`config.mk`:
```
export PLATFORM = sky130hd
export DESIGN_NAME = dmem_arbiter
export DESIGN_NICKNAME = d
export VERILOG_FILES = /design/src/rtl/dmem_arbiter.sv
export SDC_FILE = /design/constraint.sdc
export NUM_CORES = 1
export LEC_CHECK = 0
export BUFFER_PORTS_ARGS = -buffer_cell sky130_fd_sc_hd__buf_2
export CAP_MARGIN = 10
export CORE_MARGIN = 5
export CORE_UTILIZATION = 45
export CTS_CLUSTER_SIZE = 10
export DETAILED_ROUTE_END_ITERATION = 6
export HOLD_SLACK_MARGIN = 0.15
export PLACE_DENSITY_LB_ADDON = 0.25
export SLEW_MARGIN = 20
export SYNTH_ARGS = -nofsm -noshare
export SYNTH_HDL_FRONTEND = slang
export SYNTH_SLANG_ARGS = --single-unit
```
`constraint.sdc`:
```
create_clock -name clk -period 5.9 [get_ports clk]
set_input_delay 0.885 -clock clk [delete_from_list [all_inputs] [get_ports clk]]
set_output_delay 0.885 -clock clk [all_outputs]
set_load 0.01 [all_outputs]
```
`src/rtl/dmem_arbiter.sv`:
```
// dmem_arbiter: shares one data-memory port between the cpu load/store
// path and a debug/loader port, round-robin, one access at a time.
module dmem_arbiter #(
   parameter int ADDR_W = 32,
   parameter int DATA_W = 32,
   parameter int LAT    = 1
) (
   input  logic              clk,
   input  logic              rst,
   input  logic              cpu_req,
   input  logic              cpu_we,
   input  logic [ADDR_W-1:0] cpu_addr,
   input  logic [DATA_W-1:0] cpu_wdata,
   output logic              cpu_gnt,
   output logic              cpu_done,
   output logic              cpu_err,
   output logic [DATA_W-1:0] cpu_rdata,
   input  logic              dbg_req,
   input  logic              dbg_we,
   input  logic [ADDR_W-1:0] dbg_addr,
   input  logic [DATA_W-1:0] dbg_wdata,
   output logic              dbg_gnt,
   output logic              dbg_done,
   output logic              dbg_err,
   output logic [DATA_W-1:0] dbg_rdata,
   output logic              mem_en,
   output logic              mem_we,
   output logic [ADDR_W-1:0] mem_addr,
   output logic [DATA_W-1:0] mem_wdata,
   input  logic [DATA_W-1:0] mem_rdata
);

   typedef enum logic [1:0] {
      S_IDLE,
      S_ISSUE,
      S_WAIT,
      S_DONE
   } state_t;

   localparam logic [3:0] LAT_C = 4'(LAT);

   state_t            state_q, state_d;
   logic              own_q, own_d;
   logic [3:0]        cnt_q, cnt_d;
   logic              mem_en_q, mem_en_d;
   logic              mem_we_q, mem_we_d;
   logic [ADDR_W-1:0] mem_addr_q, mem_addr_d;
   logic [DATA_W-1:0] mem_wdata_q, mem_wdata_d;
   logic              cpu_done_q, cpu_done_d;
   logic              dbg_done_q, dbg_done_d;
   logic              cpu_err_q, cpu_err_d;
   logic              dbg_err_q, dbg_err_d;
   logic [DATA_W-1:0] cpu_rdata_q, cpu_rdata_d;
   logic [DATA_W-1:0] dbg_rdata_q, dbg_rdata_d;

   logic              idle;
   logic              acc;
   logic              acc_we;
   logic [ADDR_W-1:0] acc_addr;
   logic [DATA_W-1:0] acc_wdata;

   // Grant only in IDLE; on a tie the requester that did not own last wins
   always_comb begin
      idle      = (state_q == S_IDLE) && !rst;
      cpu_gnt   = idle && cpu_req && (!dbg_req || own_q);
      dbg_gnt   = idle && dbg_req && (!cpu_req || !own_q);
      acc       = cpu_gnt || dbg_gnt;
      acc_we    = dbg_gnt ? dbg_we : cpu_we;
      acc_addr  = dbg_gnt ? dbg_addr : cpu_addr;
      acc_wdata = dbg_gnt ? dbg_wdata : cpu_wdata;
   end

   // Next-state and registered-output computation for the access sequencer
   always_comb begin
      state_d     = state_q;
      own_d       = own_q;
      cnt_d       = cnt_q;
      mem_en_d    = 1'b0;
      mem_we_d    = mem_we_q;
      mem_addr_d  = mem_addr_q;
      mem_wdata_d = mem_wdata_q;
      cpu_done_d  = 1'b0;
      dbg_done_d  = 1'b0;
      cpu_err_d   = 1'b0;
      dbg_err_d   = 1'b0;
      cpu_rdata_d = '0;
      dbg_rdata_d = '0;
      unique case (state_q)
         S_IDLE: begin
            if (acc) begin
               own_d = dbg_gnt;
               if (acc_addr[1:0] != 2'b00) begin
                  state_d    = S_DONE;
                  cpu_done_d = cpu_gnt;
                  dbg_done_d = dbg_gnt;
                  cpu_err_d  = cpu_gnt;
                  dbg_err_d  = dbg_gnt;
               end else begin
                  state_d     = S_ISSUE;
                  mem_en_d    = 1'b1;
                  mem_we_d    = acc_we;
                  mem_addr_d  = acc_addr;
                  mem_wdata_d = acc_wdata;
               end
            end
         end
         S_ISSUE: begin
            cnt_d   = LAT_C;
            state_d = S_WAIT;
         end
         S_WAIT: begin
            cnt_d = cnt_q - 4'd1;
            if (cnt_q == 4'd1) begin
               state_d    = S_DONE;
               cpu_done_d = !own_q;
               dbg_done_d = own_q;
               if (!mem_we_q) begin
                  cpu_rdata_d = own_q ? '0 : mem_rdata;
                  dbg_rdata_d = own_q ? mem_rdata : '0;
               end
            end
         end
         S_DONE: begin
            state_d = S_IDLE;
         end
         default: begin
            state_d = S_IDLE;
         end
      endcase
   end

   // State and output registers; reset drops any access in flight
   always_ff @(posedge clk or posedge rst) begin
      if (rst) begin
         state_q     <= S_IDLE;
         own_q       <= 1'b1;
         cnt_q       <= '0;
         mem_en_q    <= 1'b0;
         mem_we_q    <= 1'b0;
         mem_addr_q  <= '0;
         mem_wdata_q <= '0;
         cpu_done_q  <= 1'b0;
         dbg_done_q  <= 1'b0;
         cpu_err_q   <= 1'b0;
         dbg_err_q   <= 1'b0;
         cpu_rdata_q <= '0;
         dbg_rdata_q <= '0;
      end else begin
         state_q     <= state_d;
         own_q       <= own_d;
         cnt_q       <= cnt_d;
         mem_en_q    <= mem_en_d;
         mem_we_q    <= mem_we_d;
         mem_addr_q  <= mem_addr_d;
         mem_wdata_q <= mem_wdata_d;
         cpu_done_q  <= cpu_done_d;
         dbg_done_q  <= dbg_done_d;
         cpu_err_q   <= cpu_err_d;
         dbg_err_q   <= dbg_err_d;
         cpu_rdata_q <= cpu_rdata_d;
         dbg_rdata_q <= dbg_rdata_d;
      end
   end

   assign mem_en    = mem_en_q;
   assign mem_we    = mem_we_q;
   assign mem_addr  = mem_addr_q;
   assign mem_wdata = mem_wdata_q;
   assign cpu_done  = cpu_done_q;
   assign dbg_done  = dbg_done_q;
   assign cpu_err   = cpu_err_q;
   assign dbg_err   = dbg_err_q;
   assign cpu_rdata = cpu_rdata_q;
   assign dbg_rdata = dbg_rdata_q;

endmodule

```
* Word level (Yosys, flattened, before mapping)
Index checks and enable logic that the tools add are counted.
Storage, ports and cells: output and inout bits 136, bits in registers 141, logic and storage cells 68
Cells by class: add/subtract/negate cells 1, equal/unequal tests 6, muxes and demuxes 29, bitwise logic cells 1, reduce and logical (&&, ||, !) cells 18
Operators by type and width (count):
- 2-to-1 mux 32 bit | 10
- 2-to-1 mux 1 bit | 12
- one-hot mux 2 bit (4 select lines) | 1
- one-hot mux 4 bit (2 select lines) | 1
- 2-to-1 mux 2 bit | 3
- logical AND 1 bit | 5
- == test 2 bit (second input constant) | 2
- == test 4 x 1 -> 1 bit (second input constant) | 1
- zero test 1 bit | 4
- != test 2 bit (second input constant) | 2
- one-hot mux 1 bit (2 select lines) | 2
- AND reduction 2 bit | 2
- nonzero test 2 bit | 2
- subtractor 4 x 1 -> 4 bit (second input constant) | 1
- logical OR 1 bit | 3
- AND reduction 3 bit | 1
- == test 2 x 1 -> 1 bit (second input constant) | 1
- zero test 2 bit | 1
- inverter 1 bit | 1

* Logic depth before layout (Yosys ltp)
Gate-level depths: netlist of the first run.
depth after elaboration 9, depth in mapped cells 8

* Worst setup path after synthesis of the first run
Ideal clock, no wire load.
kind input to output, start point in rst, end point out dbg_gnt, path buffers 2, setup slack 3.462 ns, required time 5.015 ns, arrival time 1.553 ns, stages on the path 5, path through and3b_2 -> nand2_2 -> buf_6 -> buf_6 -> inv_1
Between the ends: cells in the longest elaborated chain, start to end 4
Ends and longest elaborated chain:
- start, declared | RTL line 9 | input logic rst,
- zero test 1 bit (no line)
- logical AND 1 bit | RTL line 64 | idle = (state_q == S_IDLE) && !rst;
- logical AND 1 bit (2 in series) | RTL line 66 | dbg_gnt = idle && dbg_req && (!cpu_req || !own_q);
- end, declared | RTL line 22 | output logic dbg_gnt,
Every way passes these cells.

* Worst setup path after layout of the first run
start point reg state_q[0], end point out dbg_gnt
Between the ends: cells in the longest elaborated chain, start to end 4
Ends and longest elaborated chain:
- start, declared | RTL line 42 | state_t state_q, state_d;
- start signal, assigned | RTL line 149 | state_q <= state_d;
- zero test 2 bit | RTL line 64
- logical AND 1 bit | RTL line 64
- logical AND 1 bit (2 in series) | RTL line 66
Every way passes these cells.

==> flow_metrics.tcl, run 1 <==
set metrics [dict create \
    setup_viol 0 \
    power_density_nw_per_um2 461 \
    p_switching_mw 1.19 \
    crit_required_ps 5020 \
    p_leak_nw 4.51 \
    synth.ff_latch_count 141 \
    cts_htree_levels 4 \
    fin_nets 913 \
    hold_ws_ps 499 \
    ctsHoldBuffers 0 \
    cts_tree "done" \
    slew_headroom_pct 34.3 \
    clk_pin_slew_ps 60 \
    cts-resized-gates 0 \
    pre_cts_ws_ps 2710 \
    critPathSlowestCell "nand2_4" \
    hp-class "register to register" \
    cts_buffer_depth 2 \
    nFillCells 1011 \
    vdd_drop_max_v 0.000221 \
    critPathTopFamily "simple AND/OR/NAND/NOR gates" \
    portBuffers 301 \
    insertion_delay_ps 410 \
    die_x_um 125 \
    viasPerCell 4.80 \
    cts.root.buffer_cell "clkbuf_16" \
    path_buf_inv 3 \
    post_cts_buffers 0 \
    wire_per_inst_um 16.3 \
    grt_usage_pct 19.6 \
    place_congestion 0.890 \
    maxCapViolations 0 \
    hpwl_mm 11.6 \
    max_freq_ghz 0.311 \
    p_sw_share_pct 31.2 \
    ant_nets 0 \
    grt_pass1_wl_mm 24.5 \
    rows 42 \
    drt_iter0_markers 157 \
    synth-warning-count 0 \
    crit_chain "inv_1 > ha_1 > and3b_2 > nand2_4 > inv_1 > buf_2" \
    hold_violations 0 \
    crit_arrival_ps 2330 \
    drc 0 \
    fin_crit_sh_pct 54.5 \
    slew_viol_final 0 \
    drt_pass1_iterations 4 \
    syn-cell-area_um2 6000 \
    synth_top_area_share_pct 58.4 \
    yosysSeqAreaShare_pct 58.8 \
    skew_ps 6.54 \
    syn_avg_cell_area_um2 13.6 \
    io_pins 302 \
    status "complete, no violations" \
    synth.net_count 613 \
    grt_start_max_net_pins 90 \
    path_max_fanout 67 \
    crit_top_cell "inv_1" \
    cts.sink_count 141 \
    grt_pass1_vias 4859 \
    intPower_mw 2.62 \
    power_frac_seq_pct 38.1 \
    p_comb_share_pct 32.4 \
    wirelength_mm 15.2 \
    vias 4467 \
    start_util_pct 45.7 \
    area_growth_pct 37.4 \
    postSynthCellCount 442 \
    period_minus_slack_ps 3210 \
    yosys.area.top_type "dfrtp_1" \
    antenna_cells 0 \
    rsz0062_at_grt "false" \
    postLayoutCoreUtil_pct 62.8 \
    drive_above_1_share_pct 62.1 \
    pwr-share-clk_pct 29.4 \
    die_h_um 125 \
    grt-ovfl-total 0 \
    synth_area_leaders "dfrtp_1 58%, mux2_2 18%, mux2_4 8.3%" \
    worst_pin_slew_ps 985 \
    cpPeakStageDelay_ps 680 \
    finalSetupTns_ps 0 \
    critPathCaptureType "primary output" \
    critPathLaunchType "register" \
    cts_made_buffers 17 \
    antenna_found_initial 0 \
    core-area_um2 13100 \
    dieArea_um2 15700 \
    setup_slack_ps 2690 \
    synth_cell_types 34 \
    worstSetupPathType "register to primary output" \
]
## final timing paths
path | startpoint | endpoint | slack [ps] | cells past startpoint
worst max-delay path | state_q[0] | dbg_gnt | 2690 | 6
worst min register to register | mem_addr[28] | mem_addr[28] | 500 | 1
worst min-delay path | mem_addr[28] | mem_addr[28] | 500 | 1
max in group asynchronous | rst | mem_wdata[22] | 4090 | 3
worst max register to register | state_q[0] | mem_wdata[31] | 3170 | 7
min in group asynchronous | rst | mem_wdata[10] | 610 | 2
## cell usage in the layout (no fill, tap or decap), types with 2 or more instances in the layout
cell / netlist / layout
and3_1: 2 / 2
buf_2: 6 / 301
mux2_2: 94 / 94
nand3_1: 2 / 2
clkinvlp_4: 0 / 3
clkinv_2: 0 / 2
inv_1: 9 / 8
ha_1: 5 / 5
mux2_4: 33 / 33
nor2_1: 73 / 73
nand2b_1: 32 / 32
buf_4: 6 / 3
inv_6: 0 / 4
bufinv_16: 0 / 4
nand2_1: 5 / 4
dfrtp_1: 140 / 140
nand2_2: 2 / 2
o21ai_0: 5 / 5
clkbuf_16: 0 / 17
## metal layers
metal	global-route usage [%]	part of all wire [%]	vias to the layer above
li1	-	-	2093
met1	20.6	36	2130
met2	34.1	51	206
met3	8.49	9.7	38
met4	8.55	2.9	0
met5	0	0	-
## flip-flops by register name (all words and copies together) (netlist names)
name,count
mem_en,1
state_q,2
cnt_q,4
cpu_done,1
mem_wdata,32
mem_addr,32
cpu_err,1
dbg_err,1
mem_we,1
dbg_done,1
cpu_rdata,32
dbg_rdata,32
own_q,1
## cells by family (layout without fill, tap and decap cells)
family,Yosys count,after routing,synth area share [%]
flip-flops,141,141,58.8
multiplexers,127,127,25.9
AND/OR/NAND/NOR,122,122,9.53
buffers and inverters,32,345,3.00
AO/OA/AOI/OAI,15,15,1.73
adder cells (fa/ha/maj),5,5,1.04
## metrics by stage
stage                     std cells  instance area, um2  power, mW
after floorplan                 442                6000       2.21
after global placement          899                7610       2.68
after detailed placement        899                7620       2.73
after CTS                       931                8250       3.87
after global routing            931                8250       4.04
final                           931                8250       3.81
## power groups by stage
stage	clock [mW]	sequential, mW	combinational (mW)
after floorplan	0	1.58	0.626
after global placement	0	1.45	1.22
after detailed placement	0	1.47	1.26
after CTS	1.15	1.46	1.26
after global routing	1.20	1.50	1.35
final	1.12	1.45	1.24
## cell usage after synthesis
master and count:
nand2_1 5, or3_1 1, nor2_1 73, inv_1 9, nor2b_1 1, mux2_2 94, o21ai_0 5, dfstp_2 1
ha_1 5, buf_1 1, a22oi_1 1, o21bai_1 1, clkbuf_1 6, dfrtp_1 140, a211oi_1 1, buf_6 4
buf_2 6, o211ai_1 1, nand3_1 2, o22ai_1 1, a31oi_1 1, o2111ai_1 1, or3b_1 1, nor3_1 1
nand2b_1 32, and3_1 2, a21bo_2 1, nand3b_1 1, nand2_2 2, and3b_2 1, a22o_1 1, buf_4 6
o221ai_1 1, mux2_4 33
## cell type report
type                            count  area, um2  area share [%]
Clock inverter                     13        188            2.28
Clock buffer                       19        443            5.37
Sequential cell                   141       3530            42.8
Tap cell                          176        220            2.67
Multi-Input combinational cell    269       2300            27.9
Inverter                            9       38.8           0.470
Timing Repair Buffer              304       1530            18.5
(Power assumes the default switching activity.)
==> run 2, diff against run 1 <==
- ABC_AREA: unset -> 1
- clock period: 5.9 -> 3 ns (I/O delays scaled with it)
==> flow_metrics.tcl, run 2 <==
set metrics [dict create \
    cts.root.buffer_cell "clkbuf_16" \
    area_growth_pct 33.3 \
    worst_pin_slew_ps 797 \
    viasPerCell 5.07 \
    setup_viol 0 \
    clk_pin_slew_ps 60 \
    postSynthCellCount 748 \
    timing.rr.start "state_q[1]" \
    synth.most_common_cell "nand2_1" \
    power_density_nw_per_um2 847 \
    drc 0 \
    grt_pass1_wl_mm 30.2 \
    hold_ws_ps 271 \
    synth_area_leaders "dfrtp_1 54%, nand2_1 15%, nand4_1 6.1%" \
    grt_pass1_vias 6043 \
    min_from "mem_rdata[0]" \
    cts_htree_levels 4 \
    wirelength_mm 19.3 \
    cpPeakStageDelay_ps 520 \
    core-area_um2 14400 \
    dieArea_um2 16900 \
    ant_nets 0 \
    crit_required_ps 3350 \
    ctsHoldBuffers 1 \
    drt_iter0_markers 329 \
    hp-class "input pin to register" \
    synth_cell_types 24 \
    nFillCells 1301 \
    cts_made_buffers 17 \
    hpwl_mm 13.6 \
    rows 44 \
    skew_ps 7.32 \
    synth-edff-count 0 \
    rsz0062_at_grt "false" \
    drive_above_1_share_pct 36.6 \
    p_leak_nw 5.14 \
    slew_headroom_pct 46.9 \
    synth_common_cells "267 x nand2_1, 140 x dfrtp_1, 64 x nor3_1" \
    maxCapViolations 0 \
    synthFlopType "dfrtp_1" \
    power.total_mw 7.33 \
    crit_top_cell "nand2_1" \
    post_cts_buffers 0 \
    startpoint "rst" \
    cts_tree "done" \
    grt_usage_pct 22.6 \
    antenna_found_initial 0 \
    insertion_delay_ps 410 \
    wire_per_inst_um 15.8 \
    antenna_cells 0 \
    yosysSeqAreaShare_pct 54.3 \
    syn-cell-area_um2 6490 \
    worstSetupPathType "input pin to register" \
    pre_cts_ws_ps 626 \
    place_congestion 0.875 \
    io_pins 302 \
    grt-ovfl-total 0 \
    postLayoutCoreUtil_pct 60.2 \
    path_max_fanout 45 \
    cts.sink_count 141 \
    vdd_drop_max_v 0.000427 \
    die_h_um 130 \
    async_flop_share_pct 100 \
    yosys.area.top_type "dfrtp_1" \
    mostFrequentLayoutCell "buf_2" \
    final_cell_mix "301 x buf_2, 265 x nand2_1, 139 x dfrtp_1" \
    finalSetupTns_ps 0 \
    synth.ff_latch_count 141 \
    fin_nets 1194 \
    start_util_pct 45.2 \
    crit_chain "dlygate4sd3_1 > buf_2 > inv_6 > nand4_2 > buf_4 > nand2_1 > nand2_2 > buf_12 > nand3_1 > nand2_1" \
    cts_buffer_depth 2 \
    vias 6184 \
    max_freq_ghz 0.410 \
    cts-resized-gates 0 \
    critPathSlowestCell "dlygate4sd3_1" \
    period_minus_slack_ps 2440 \
    crit_arrival_ps 2790 \
    synth-warning-count 0 \
    die_x_um 130 \
    critPathCaptureType "register" \
    status "complete, no violations" \
    synth.net_count 919 \
    drt_pass1_iterations 4 \
    synth_top_area_share_pct 53.9 \
    syn_avg_cell_area_um2 8.68 \
    portBuffers 301 \
    grt_start_max_net_pins 140 \
    hold_violations 0 \
    critPathLaunchType "input pin" \
    slew_viol_final 0 \
    fin_crit_sh_pct 81.3 \
    setup_slack_ps 560 \
]
-- run 2: cell count changes in the layout (fill, tap and decap cells not counted), moves of 33 or more --
cell / change
nor3_1: +63
nand4_1: +63
mux2_2: -94
nand3_1: +47
nor2_1: -63
inv_1: +42
mux2_4: -33
nand2_1: +261
-- run 2: layout make-up --
type / instances / area [um2] / share of cell area [%]
sequential: 141 / 3530 / 40.8
inverter: 51 / 196 / 2.27
multi-input combinational: 496 / 2400 / 27.7
timing repair buffer: 316 / 1670 / 19.3
clock buffer: 19 / 453 / 5.23
clock inverter: 13 / 178 / 2.05
tap: 184 / 230 / 2.66
-- run 2: power breakdown --
| part | internal (mW) | switching [mW] | leakage [nW] |
|---|---|---|---|
| logic | 0.849 | 1.54 | 2.97 |
| registers | 2.42 | 0.330 | 1.87 |
| clock network | 1.37 | 0.829 | 0.303 |
| total | 4.64 | 2.69 | 5.14 |
-- run 2: path summary, 6_finish.rpt --
path / to / slack [ps] / cells past startpoint
min in group asynchronous: state_q[0] / 500 / 3
max: mem_addr[23] / 560 / 10
min: cpu_rdata[0] / 270 / 3
max in group asynchronous: mem_we / 1560 / 4
max reg2reg: mem_addr[23] / 620 / 9
min reg2reg: mem_wdata[29] / 470 / 2
-- run 2: critical path, delay by kind of cell --
kind	cells	cell delay (ps)
buffers and inverters	5	1450
and+or+nand+nor	5	830
-- run 2: metal layers --
layer,vias to the layer above,track usage [%],routed length [um]
met1,2893,28.6,7630
met4,0,7.76,393
met2,268,38.1,9660
met3,28,5.40,1580
met5,-,0,0
li1,2995,-,-
-- run 2: kinds of logic (layout without fill, tap and decap cells) --
| logic type | Yosys count | after routing | synth area share (%) |
|---|---|---|---|
| compound gates | 11 | 11 | 0.944 |
| fa+ha+maj | 5 | 5 | 0.963 |
| simple gates | 480 | 480 | 34.9 |
| buf+inv | 111 | 399 | 8.84 |
| flops | 141 | 141 | 54.3 |
-- run 2: through the flow --
stage                     instance area, um2  instances
after global routing                    8660       1220
after CTS                               8660       1220
final                                   8660       1220
after global placement                  8020       1187
after floorplan                         6500        748
after detailed placement                8020       1187
==> run 3, diff against run 2 <==
- CORE_UTILIZATION: 45 -> 42
- clock period: 3 -> 2.1 ns (I/O delays scaled with it)
==> flow_metrics.tcl, run 3 (synthesis gave the netlist of run 2 again) <==
set metrics [dict create \
    timing.rr.start "state_q[1]" \
    core-area_um2 15200 \
    max_freq_ghz 0.519 \
    reg2reg_slack_ps 300 \
    cpPeakStageDelay_ps 390 \
    finalSetupTns_ps 0 \
    power_density_nw_per_um2 1180 \
    cts_made_buffers 17 \
    wire_per_inst_um 15.8 \
    fin_nets 1229 \
    dieArea_um2 18100 \
    start_util_pct 42.7 \
    drt_pass1_iterations 5 \
    nFillCells 1351 \
    worstSetupPathType "register to primary output" \
    grt_usage_pct 21.9 \
    grt_start_max_net_pins 142 \
    period_minus_slack_ps 1930 \
    regToRegEndpoint "mem_wdata[3]" \
    skew_ps 8.73 \
    hp-class "input pin to asynchronous set/reset pin" \
    postLayoutCoreUtil_pct 59.7 \
    die_x_um 134 \
    drt_iter0_markers 328 \
    fin_crit_sh_pct 91.8 \
    clk_pin_slew_ps 60 \
    cts_buffer_depth 2 \
    top_usage_layer "met2" \
    path_depth 7 \
    viasPerCell 4.94 \
    vias 6219 \
    rows 45 \
    critPathTopFamily "flip-flops" \
    worst_pin_slew_ps 871 \
    crit_top_cell "inv_1" \
    setup_viol 0 \
    use_met2_pct 37.5 \
    mostFrequentLayoutCell "buf_2" \
    grt_pass1_vias 6071 \
    ant_nets 0 \
    hpwl_mm 13.7 \
    area_growth_pct 39.7 \
    maxCapViolations 0 \
    reg2regPathDepth 10 \
    p_leak_nw 5.30 \
    slew_headroom_pct 42.0 \
    portBuffers 301 \
    cts_tree "done" \
    critPathSlowestCell "dfrtp_1" \
    insertion_delay_ps 420 \
    drc 0 \
    pre_cts_ws_ps 231 \
    critPathLaunchType "register" \
    power.total_mw 10.7 \
    die_h_um 134 \
    critPathCaptureType "primary output" \
    path_max_fanout 5 \
    grt_pass1_wl_mm 31.4 \
    vdd_drop_max_v 0.000608 \
    wirelength_mm 19.9 \
    slew_viol_final 0 \
    cts.sink_count 141 \
    place_congestion 0.808 \
    status "complete, no violations" \
    grt-ovfl-total 0 \
    gr-usage-met3_pct 5.70 \
    drive_above_1_share_pct 36.1 \
    antenna_found_initial 0 \
    crit_required_ps 1780 \
    cts.root.buffer_cell "clkbuf_16" \
    io_pins 302 \
    final_cell_mix "301 x buf_2, 265 x nand2_1, 139 x dfrtp_1" \
    rsz0062_at_grt "false" \
    path_buf_inv 4 \
    hold_ws_ps 55.4 \
    crit_chain "inv_1 > ha_4 > inv_1 > nor2_4 > o211ai_1 > inv_1 > buf_2" \
    cts_htree_levels 4 \
    hold_violations 0 \
    setup_slack_ps 172 \
    antenna_cells 0 \
    crit_arrival_ps 1610 \
    grt_use_met1_pct 26.9 \
]
## run 3: how the worst max path moves through the flow
stage	endpoint	start	slack [ps]
global route	cpu_gnt	state_q[1]	50
global placement	mem_wdata[3]	state_q[0]	230
floorplan	mem_wdata[10]	rst	50
CTS	cpu_gnt	state_q[0]	50
detailed placement	mem_wdata[3]	state_q[0]	230
finish	cpu_gnt	state_q[1]	170
## run 3: cell type report
| class | count | area, um2 | area share [%] |
|---|---|---|---|
| Tap cell | 188 | 235 | 2.59 |
| Clock inverter | 15 | 201 | 2.22 |
| Clock buffer | 17 | 425 | 4.69 |
| Inverter | 51 | 196 | 2.16 |
| Sequential cell | 141 | 3530 | 38.9 |
| Timing Repair Buffer | 351 | 2070 | 22.8 |
| Multi-Input combinational cell | 496 | 2420 | 26.6 |
## run 3: stage by stage
step           area, um2  std cells
6_report            9080       1259
5_1_grt             9080       1259
4_1_cts             9070       1258
3_5_place_dp        8120       1195
3_3_place_gp        8120       1195
2_1_floorplan       6500        748
## run 3: per-layer routing
| metal | wire [um] | share of wire [%] | vias up |
|---|---|---|---|
| met4 | 485 | 2.4 | 0 |
| met1 | 8040 | 40 | 2882 |
| met2 | 9940 | 50 | 247 |
| li1 | - | - | 3057 |
| met3 | 1430 | 7.2 | 33 |
| met5 | 0 | 0 | - |
## run 3: tightest hold or removal path, delay by kind of cell
family,cells,cell delay (ps)
buffers and inverters,3,650
## run 3: timing repair
item	CTS	global route
setup buffers	1	1
resized for setup	2	1
pin swaps	1	1
hold buffers	30	0
endpoints found under the setup margin	1	1
cloned	0	0
endpoints found under the hold margin	60	0
## run 3: report_power, final
| part | switching, mW | internal, mW |
|---|---|---|
| Combinational | 2.32 | 1.39 |
| Sequential | 0.392 | 3.46 |
| Clock | 1.27 | 1.92 |
